[config.mk]
export PLATFORM = sky130hd
export DESIGN_NAME = edge_window_ctrl
export DESIGN_NICKNAME = d
export VERILOG_FILES = /design/src/rtl/edge_pkg.sv /design/src/rtl/edge_window_ctrl_sync_delay.sv /design/src/rtl/edge_window_ctrl.sv
export SDC_FILE = /design/constraint.sdc
export NUM_CORES = 1
export LEC_CHECK = 0
export ABC_CLOCK_PERIOD_IN_PS = 2900
export BUFFER_PORTS_ARGS = -buffer_cell sky130_fd_sc_hd__buf_2
export CORE_AREA = 4 4 89 91
export DETAILED_ROUTE_END_ITERATION = 8
export DIE_AREA = 0 0 93 95
export PLACE_DENSITY_LB_ADDON = 0.25
export SLEW_MARGIN = 10
export SYNTH_ARGS = -nofsm -noshare
export SYNTH_HDL_FRONTEND = slang
export SYNTH_SLANG_ARGS = --single-unit
[constraint.sdc]
create_clock -name clk -period 2.9 [get_ports clk]
set_input_delay 0.87 -clock clk [delete_from_list [all_inputs] [get_ports clk]]
set_output_delay 0.87 -clock clk [all_outputs]
set_load 0.03 [all_outputs]
[src/rtl/edge_pkg.sv]
// -----------------------------------------------------------------------------
// edge_pkg
// Shared definitions for the 3x3 edge-detection line-buffer scheduler:
//   - state_t : controller FSM states
//   - rot3()  : modulo-3 rotation used for line-buffer select arithmetic
//   - 1080p blanking constants describing the HDMI timing the block expects
// -----------------------------------------------------------------------------
package edge_pkg;

    typedef enum logic [1:0] {
        S_SYNC  = 2'd0,
        S_BLANK = 2'd1,
        S_LINE  = 2'd2
    } state_t;

    // 1080p60 blanking intervals (pixels / lines)
    localparam int H_FRONT = 88;
    localparam int H_SYNC  = 44;
    localparam int H_BACK  = 148;
    localparam int V_FRONT = 4;
    localparam int V_SYNC  = 5;
    localparam int V_BACK  = 36;

    // (sel + step) mod 3 for sel in 0..2, step in 0..2
    function automatic logic [1:0] rot3(input logic [1:0] sel, input logic [1:0] step);
        logic [2:0] sum;
        sum = {1'b0, sel} + {1'b0, step};
        if (sum >= 3'd3) begin
            return 2'(sum - 3'd3);
        end else begin
            return sum[1:0];
        end
    endfunction

endpackage

[src/rtl/edge_window_ctrl_sync_delay.sv]
// -----------------------------------------------------------------------------
// sync_delay
// Fixed-depth shift register that re-times the HDMI control bits so they line
// up with the pixel datapath output. Purely a delay line, no qualification.
// Ports:
//   clk      in   pixel clock
//   reset_n  in   asynchronous active-low reset (stages load RST_VAL)
//   din      in   W-bit control word
//   dout     out  din delayed by DEPTH clocks (last stage, registered)
// -----------------------------------------------------------------------------
module sync_delay #(
    parameter int             DEPTH   = 4,
    parameter int             W       = 3,
    parameter logic [W-1:0]   RST_VAL = '0
) (
    input  logic         clk,
    input  logic         reset_n,
    input  logic [W-1:0] din,
    output logic [W-1:0] dout
);

    logic [W-1:0] stage_r [DEPTH];

    // Shift chain: stage 0 samples din, each later stage takes its predecessor.
    always_ff @(posedge clk or negedge reset_n) begin
        if (!reset_n) begin
            for (int i = 0; i < DEPTH; i++) begin
                stage_r[i] <= RST_VAL;
            end
        end else begin
            stage_r[0] <= din;
            for (int i = 1; i < DEPTH; i++) begin
                stage_r[i] <= stage_r[i-1];
            end
        end
    end

    assign dout = stage_r[DEPTH-1];

endmodule

[src/rtl/edge_window_ctrl.sv]
// -----------------------------------------------------------------------------
// edge_window_ctrl
// Line-buffer scheduler for the 3x3 edge-detection kernel. Follows the raster
// position from HDMI de/vsync, rotates three line-buffer RAMs (one written,
// two read), and produces window qualifiers plus latency-matched syncs.
// Ports:
//   clk, reset_n                  pixel clock, async active-low reset
//   hdmi_de/hsync/vsync           incoming video timing (syncs active low)
//   lb_wr_en/lb_wr_sel/lb_addr    line-buffer write strobe, target buffer, column
//   lb_rd_sel_a/lb_rd_sel_b       buffers holding rows y-2 / y-1
//   win_valid/win_border          window column valid, window incomplete
//   pix_x/pix_y                   position of the pixel being written
//   edge_de/hsync/vsync           timing delayed PIPE_LAT clocks
//   line_err/frame_err            sticky geometry errors, cleared at frame start
// -----------------------------------------------------------------------------
module edge_window_ctrl
    import edge_pkg::*;
#(
    parameter int H_ACT    = 1920,
    parameter int V_ACT    = 1080,
    parameter int PIPE_LAT = 4,
    parameter int X_W      = $clog2(H_ACT),
    parameter int Y_W      = $clog2(V_ACT)
) (
    input  logic           clk,
    input  logic           reset_n,
    input  logic           hdmi_de,
    input  logic           hdmi_hsync,
    input  logic           hdmi_vsync,
    output logic           lb_wr_en,
    output logic [1:0]     lb_wr_sel,
    output logic [X_W-1:0] lb_addr,
    output logic [1:0]     lb_rd_sel_a,
    output logic [1:0]     lb_rd_sel_b,
    output logic           win_valid,
    output logic           win_border,
    output logic [X_W-1:0] pix_x,
    output logic [Y_W-1:0] pix_y,
    output logic           edge_de,
    output logic           edge_hsync,
    output logic           edge_vsync,
    output logic           line_err,
    output logic           frame_err
);

    // The pixel counter is one bit wider than the address so it can reach
    // H_ACT (normal line end) and H_ACT+1 (over-long line marker).
    localparam logic [X_W:0]   H_ACT_C  = (X_W+1)'(H_ACT);
    localparam logic [X_W:0]   H_SAT_C  = (X_W+1)'(H_ACT + 1);
    localparam logic [Y_W:0]   V_ACT_C  = (Y_W+1)'(V_ACT);
    localparam logic [Y_W-1:0] Y_LAST_C = Y_W'(V_ACT - 1);

    state_t         state_r;
    state_t         state_nxt_s;
    logic           vs_prev_r;
    logic           frame_start_s;
    logic [X_W:0]   x_cnt_r;
    logic [X_W:0]   x_cur_s;
    logic [Y_W-1:0] y_r;
    logic [Y_W:0]   lines_r;
    logic [1:0]     wr_sel_r;
    logic           pix_go_s;
    logic           wr_go_s;
    logic           line_start_s;
    logic           line_end_s;
    logic [2:0]     sync_out_s;

    assign frame_start_s = vs_prev_r & ~hdmi_vsync;
    // Only the first H_ACT pixels of a line reach the RAM.
    assign wr_go_s       = pix_go_s & (x_cur_s < H_ACT_C);

    // Previous vsync level for falling-edge detection.
    always_ff @(posedge clk or negedge reset_n) begin
        if (!reset_n) begin
            vs_prev_r <= 1'b1;
        end else begin
            vs_prev_r <= hdmi_vsync;
        end
    end

    // FSM state register.
    always_ff @(posedge clk or negedge reset_n) begin
        if (!reset_n) begin
            state_r <= S_SYNC;
        end else begin
            state_r <= state_nxt_s;
        end
    end

    // FSM next state; frame start overrides everything, including a live line.
    always_comb begin
        state_nxt_s = state_r;
        if (frame_start_s) begin
            state_nxt_s = S_BLANK;
        end else begin
            case (state_r)
                S_SYNC:  state_nxt_s = S_SYNC;
                S_BLANK: state_nxt_s = hdmi_de ? S_LINE : S_BLANK;
                S_LINE:  state_nxt_s = hdmi_de ? S_LINE : S_BLANK;
                default: state_nxt_s = S_SYNC;
            endcase
        end
    end

    // FSM decode: which pixel (if any) this cycle carries and line boundaries.
    // The de=1 cycle seen in S_BLANK is column 0 of the new line.
    always_comb begin
        pix_go_s     = 1'b0;
        line_start_s = 1'b0;
        line_end_s   = 1'b0;
        x_cur_s      = x_cnt_r;
        case (state_r)
            S_BLANK: begin
                x_cur_s      = '0;
                pix_go_s     = hdmi_de & ~frame_start_s;
                line_start_s = hdmi_de & ~frame_start_s;
            end
            S_LINE: begin
                pix_go_s   = hdmi_de & ~frame_start_s;
                line_end_s = ~hdmi_de & ~frame_start_s;
            end
            default: begin
                pix_go_s = 1'b0;
            end
        endcase
    end

    // Raster position, completed-line count and write-buffer rotation.
    always_ff @(posedge clk or negedge reset_n) begin
        if (!reset_n) begin
            x_cnt_r  <= '0;
            y_r      <= '0;
            lines_r  <= '0;
            wr_sel_r <= 2'd0;
        end else if (frame_start_s) begin
            x_cnt_r  <= '0;
            y_r      <= '0;
            lines_r  <= '0;
            wr_sel_r <= 2'd0;
        end else begin
            if (pix_go_s) begin
                x_cnt_r <= (x_cur_s >= H_SAT_C) ? H_SAT_C : x_cur_s + (X_W+1)'(1);
            end
            if (line_end_s) begin
                wr_sel_r <= rot3(wr_sel_r, 2'd1);
                y_r      <= (y_r == Y_LAST_C) ? y_r : y_r + Y_W'(1);
                lines_r  <= (lines_r == V_ACT_C) ? lines_r : lines_r + (Y_W+1)'(1);
            end
        end
    end

    // Sticky error flags; cleared only by a frame start.
    always_ff @(posedge clk or negedge reset_n) begin
        if (!reset_n) begin
            line_err  <= 1'b0;
            frame_err <= 1'b0;
        end else if (frame_start_s) begin
            line_err  <= 1'b0;
            frame_err <= 1'b0;
        end else begin
            if (line_end_s && (x_cnt_r != H_ACT_C)) begin
                line_err <= 1'b1;
            end
            if (line_start_s && (lines_r == V_ACT_C)) begin
                frame_err <= 1'b1;
            end
        end
    end

    // Line-buffer port: address/selects only move on a write so the last
    // written pixel stays visible (x holds at H_ACT-1 on over-long lines).
    always_ff @(posedge clk or negedge reset_n) begin
        if (!reset_n) begin
            lb_wr_en    <= 1'b0;
            lb_wr_sel   <= 2'd0;
            lb_addr     <= '0;
            lb_rd_sel_a <= 2'd0;
            lb_rd_sel_b <= 2'd0;
            pix_x       <= '0;
            pix_y       <= '0;
        end else begin
            lb_wr_en <= wr_go_s;
            if (wr_go_s) begin
                lb_wr_sel   <= wr_sel_r;
                lb_addr     <= x_cur_s[X_W-1:0];
                lb_rd_sel_a <= rot3(wr_sel_r, 2'd1);
                lb_rd_sel_b <= rot3(wr_sel_r, 2'd2);
                pix_x       <= x_cur_s[X_W-1:0];
                pix_y       <= y_r;
            end
        end
    end

    // Window qualifiers follow the write by one clock (RAM read latency);
    // border is evaluated on the pixel that was just written.
    always_ff @(posedge clk or negedge reset_n) begin
        if (!reset_n) begin
            win_valid  <= 1'b0;
            win_border <= 1'b0;
        end else begin
            win_valid  <= lb_wr_en;
            win_border <= lb_wr_en & ((pix_y < Y_W'(2)) | (pix_x < X_W'(2)));
        end
    end

    sync_delay #(
        .DEPTH   (PIPE_LAT),
        .W       (3),
        .RST_VAL (3'b011)
    ) u_sync_delay (
        .clk     (clk),
        .reset_n (reset_n),
        .din     ({hdmi_de, hdmi_hsync, hdmi_vsync}),
        .dout    (sync_out_s)
    );

    assign edge_de    = sync_out_s[2];
    assign edge_hsync = sync_out_s[1];
    assign edge_vsync = sync_out_s[0];

endmodule

==> metrics.txt <==
Setup Total Neg Slack=0 ns; Worst VDD drop=between 200 and 250 uV; Setup CP Type=reg -> reg; largest net degree at the start of global routing=48; Leak=2.15 nW; DR pass1 iterations=4; nets=432; grt ovf=0; number of core rows=31; fin crit share=88.1%; Yosys top cell area share=between 40% and 50%; root buffer cell=clkbuf_8; # H-tree levels=3; final setup fails=0; WP data arrival=2.79 ns; Syn Area/Cell=10.6 um2; Post-synth EDFFs=0; Post-DRT Antenna Nets=0; critical path's slowest cell=or4_1; clk_lat worst skew=0.36 ns; CTS tree=yes; Least-Margin Pin Slew=approximately 0.54 ns; Antenna diodes=0; Sink Count=83; total CTS buffers=9; DRT iter0 DRCs=159; CP max FO=6; vias in the first global route=2944; RePlAce Congestion=approximately 0.9; power per cell area=629 nW/um2; layout cells sized above 1=24.9%; Clock transition at path regs=0.09 ns; DRC=0; post-synth top area cell=dfrtp_1; Area Growth Syn to Fin=14.1%; Setup crit start kind=flip-flop; post-CTS sizing=0; area of the die=8840 um2; Yosys warning count=0; Hold Vio Cnt, Final=0; HP Class=reg -> reg; Syn Std Cell Area=3930 um2; HPWL after DPL=5.84 mm; post-CTS repair timing setup buffer count=0; GRT Total Usage=between 20% and 30%; #FFs+latches synth=83; crit end category=flip-flop; Max Cap Violations=0; fin. max-slew vios=0; routed wire length per instance=15.7 um; slowest stage delay, CP=0.51 ns; io pins=52; status=finished clean; asr flop ratio synth=between 90% and 100%; Chip Width=93 um; DR vias=about 3000; Starting Density=between 50% and 60%; Most used DFF post-synth=dfrtp_1; cts hold-fix bufs=0; Period minus WS final=2.55 ns; most frequent cell after synthesis=dfrtp_1; Post-Route WL=8.18 mm; post-synthesis cell type count=54; Synth Instances=approximately 370; first-pass GRT wire length=13.9 mm; CP cell instances=inv_1, ha_1, inv_1, nand2_1, inv_1, ha_1, nor4b_2, a211oi_2, and2_4, or4_1; Fin Clk Skew=0.00923 ns; Seq/Total Area, Yosys=between 50% and 60%; top cells by area, synth=dfrtp_1 (48%), dfstp_2 (5.4%), nand2_1 (3.6%); core footprint=7140 um2; Slew headroom=63.7%; Max Freq=between 300 and 400 MHz; final setup margin=approximately 0.35 ns; WP data required=3.13 ns; RSZ-0062 raised after global routing=no; pre-CTS WS=0.357 ns; initial antenna violation count=0; count of input and output buffers=51; Die Ht=95 um; vias per std cell=about 5.8; Critical Path Most Common Cell=inv_1; Syn Nets=386; Synth top cells by count=dfrtp_1 (75), nand2_1 (38), o21ai_0 (24); Max Buffers Root-to-Sink=2
==> placed cells by master, fill, tap and decap left out, types with 10 or more instances in the layout <==
cell type | Yosys | final
o31ai_1 | 11 | 11
dfrtp_1 | 75 | 75
nor2_1 | 20 | 20
nand2_1 | 38 | 38
or3_1 | 10 | 10
nand3_1 | 12 | 12
o21ai_0 | 24 | 24
ha_1 | 10 | 10
clkbuf_8 | 0 | 10
a21oi_1 | 18 | 18
inv_1 | 17 | 17
buf_2 | 5 | 50
==> path summary, 6_finish.rpt <==
check | from | slack [ns] | cells after the start | end
worst max register to register | state_r[1] | 0.35 | 10 | x_cnt_r[9]
min in group asynchronous | reset_n | 0.46 | 1 | pix_y[3]
max in group asynchronous | reset_n | 1.81 | 2 | u_sync_delay.dout[1]
worst min register to register | u_sync_delay.stage_r[8] | 0.35 | 0 | u_sync_delay.stage_r[5]
worst min-delay path | u_sync_delay.stage_r[8] | 0.35 | 0 | u_sync_delay.stage_r[5]
worst max-delay path | state_r[1] | 0.35 | 10 | x_cnt_r[9]
==> cells by family (layout without fill, tap and decap cells) <==
logic type	count (synthesis)	in the layout	synth area share, %
simple gates	140	140	19.9
buf+inv	42	93	5.42
mux	14	14	4.01
compound gates	74	74	12.6
xor+xnor	8	8	1.78
flops	83	83	53.1
fa+ha+maj	10	10	3.19
==> where the power goes <==
| part | total, mW | internal [mW] | switching (mW) |
|---|---|---|---|
| registers | 1.32 | 1.24 | 0.0730 |
| clock network | 0.938 | 0.515 | 0.423 |
| logic | 0.567 | 0.187 | 0.379 |
| total | 2.82 | 1.95 | 0.876 |
==> through the flow <==
stage	util, %	power (mW)	instance area [um2]	std cells	hold WS [ns]
final	62.8	2.82	4480	521	0.346
after global routing	62.8	2.97	4480	521	0.359
after CTS	62.8	2.84	4480	521	0.344
after detailed placement	59.6	1.91	4260	505	0.338
after global placement	59.6	1.90	4260	505	0.333
after floorplan	-	1.74	3930	371	0.331
==> cell type report <==
| type | count | area [um2] |
|---|---|---|
| inverter | 17 | 63.8 |
| multi-input combinational | 246 | 1630 |
| sequential | 83 | 2090 |
| clock inverter | 5 | 86.3 |
| timing repair buffer | 60 | 350 |
| tap | 99 | 124 |
| fill | 599 | 2650 |
| clock buffer | 11 | 141 |
==> worst max-delay path, delay by kind of cell, from the launching register on <==
family,cells,cell delay [ns]
AOI/OAI and AO/OA,1,0.16
adders and majority gates,2,0.45
buffers and inverters,3,0.22
DFF,1,0.39
and+or+nand+nor,4,1.21
==> flip-flops by register name, summed over array words and instances (netlist names) <==
name and flops:
lb_rd_sel_a 2, win_valid 1, lb_wr_en 1, pix_y 11, pix_x 11, lb_rd_sel_b 1
state_r 2, line_err 1, lines_r 12, frame_err 1, u_sync_delay.dout 3, wr_sel_r 2
lb_wr_sel 2, win_border 1, y_r 11, u_sync_delay.stage_r 9, x_cnt_r 12
==> layer usage <==
metal	global-route usage, %	routed length (um)	vias to the layer above
li1	-	-	1423
met1	27.1	3810	1473
met2	31.8	3780	99
met3	4.46	435	12
met4	8.55	149	0
met5	0	0	-
Power figures use the tool's default switching activity.
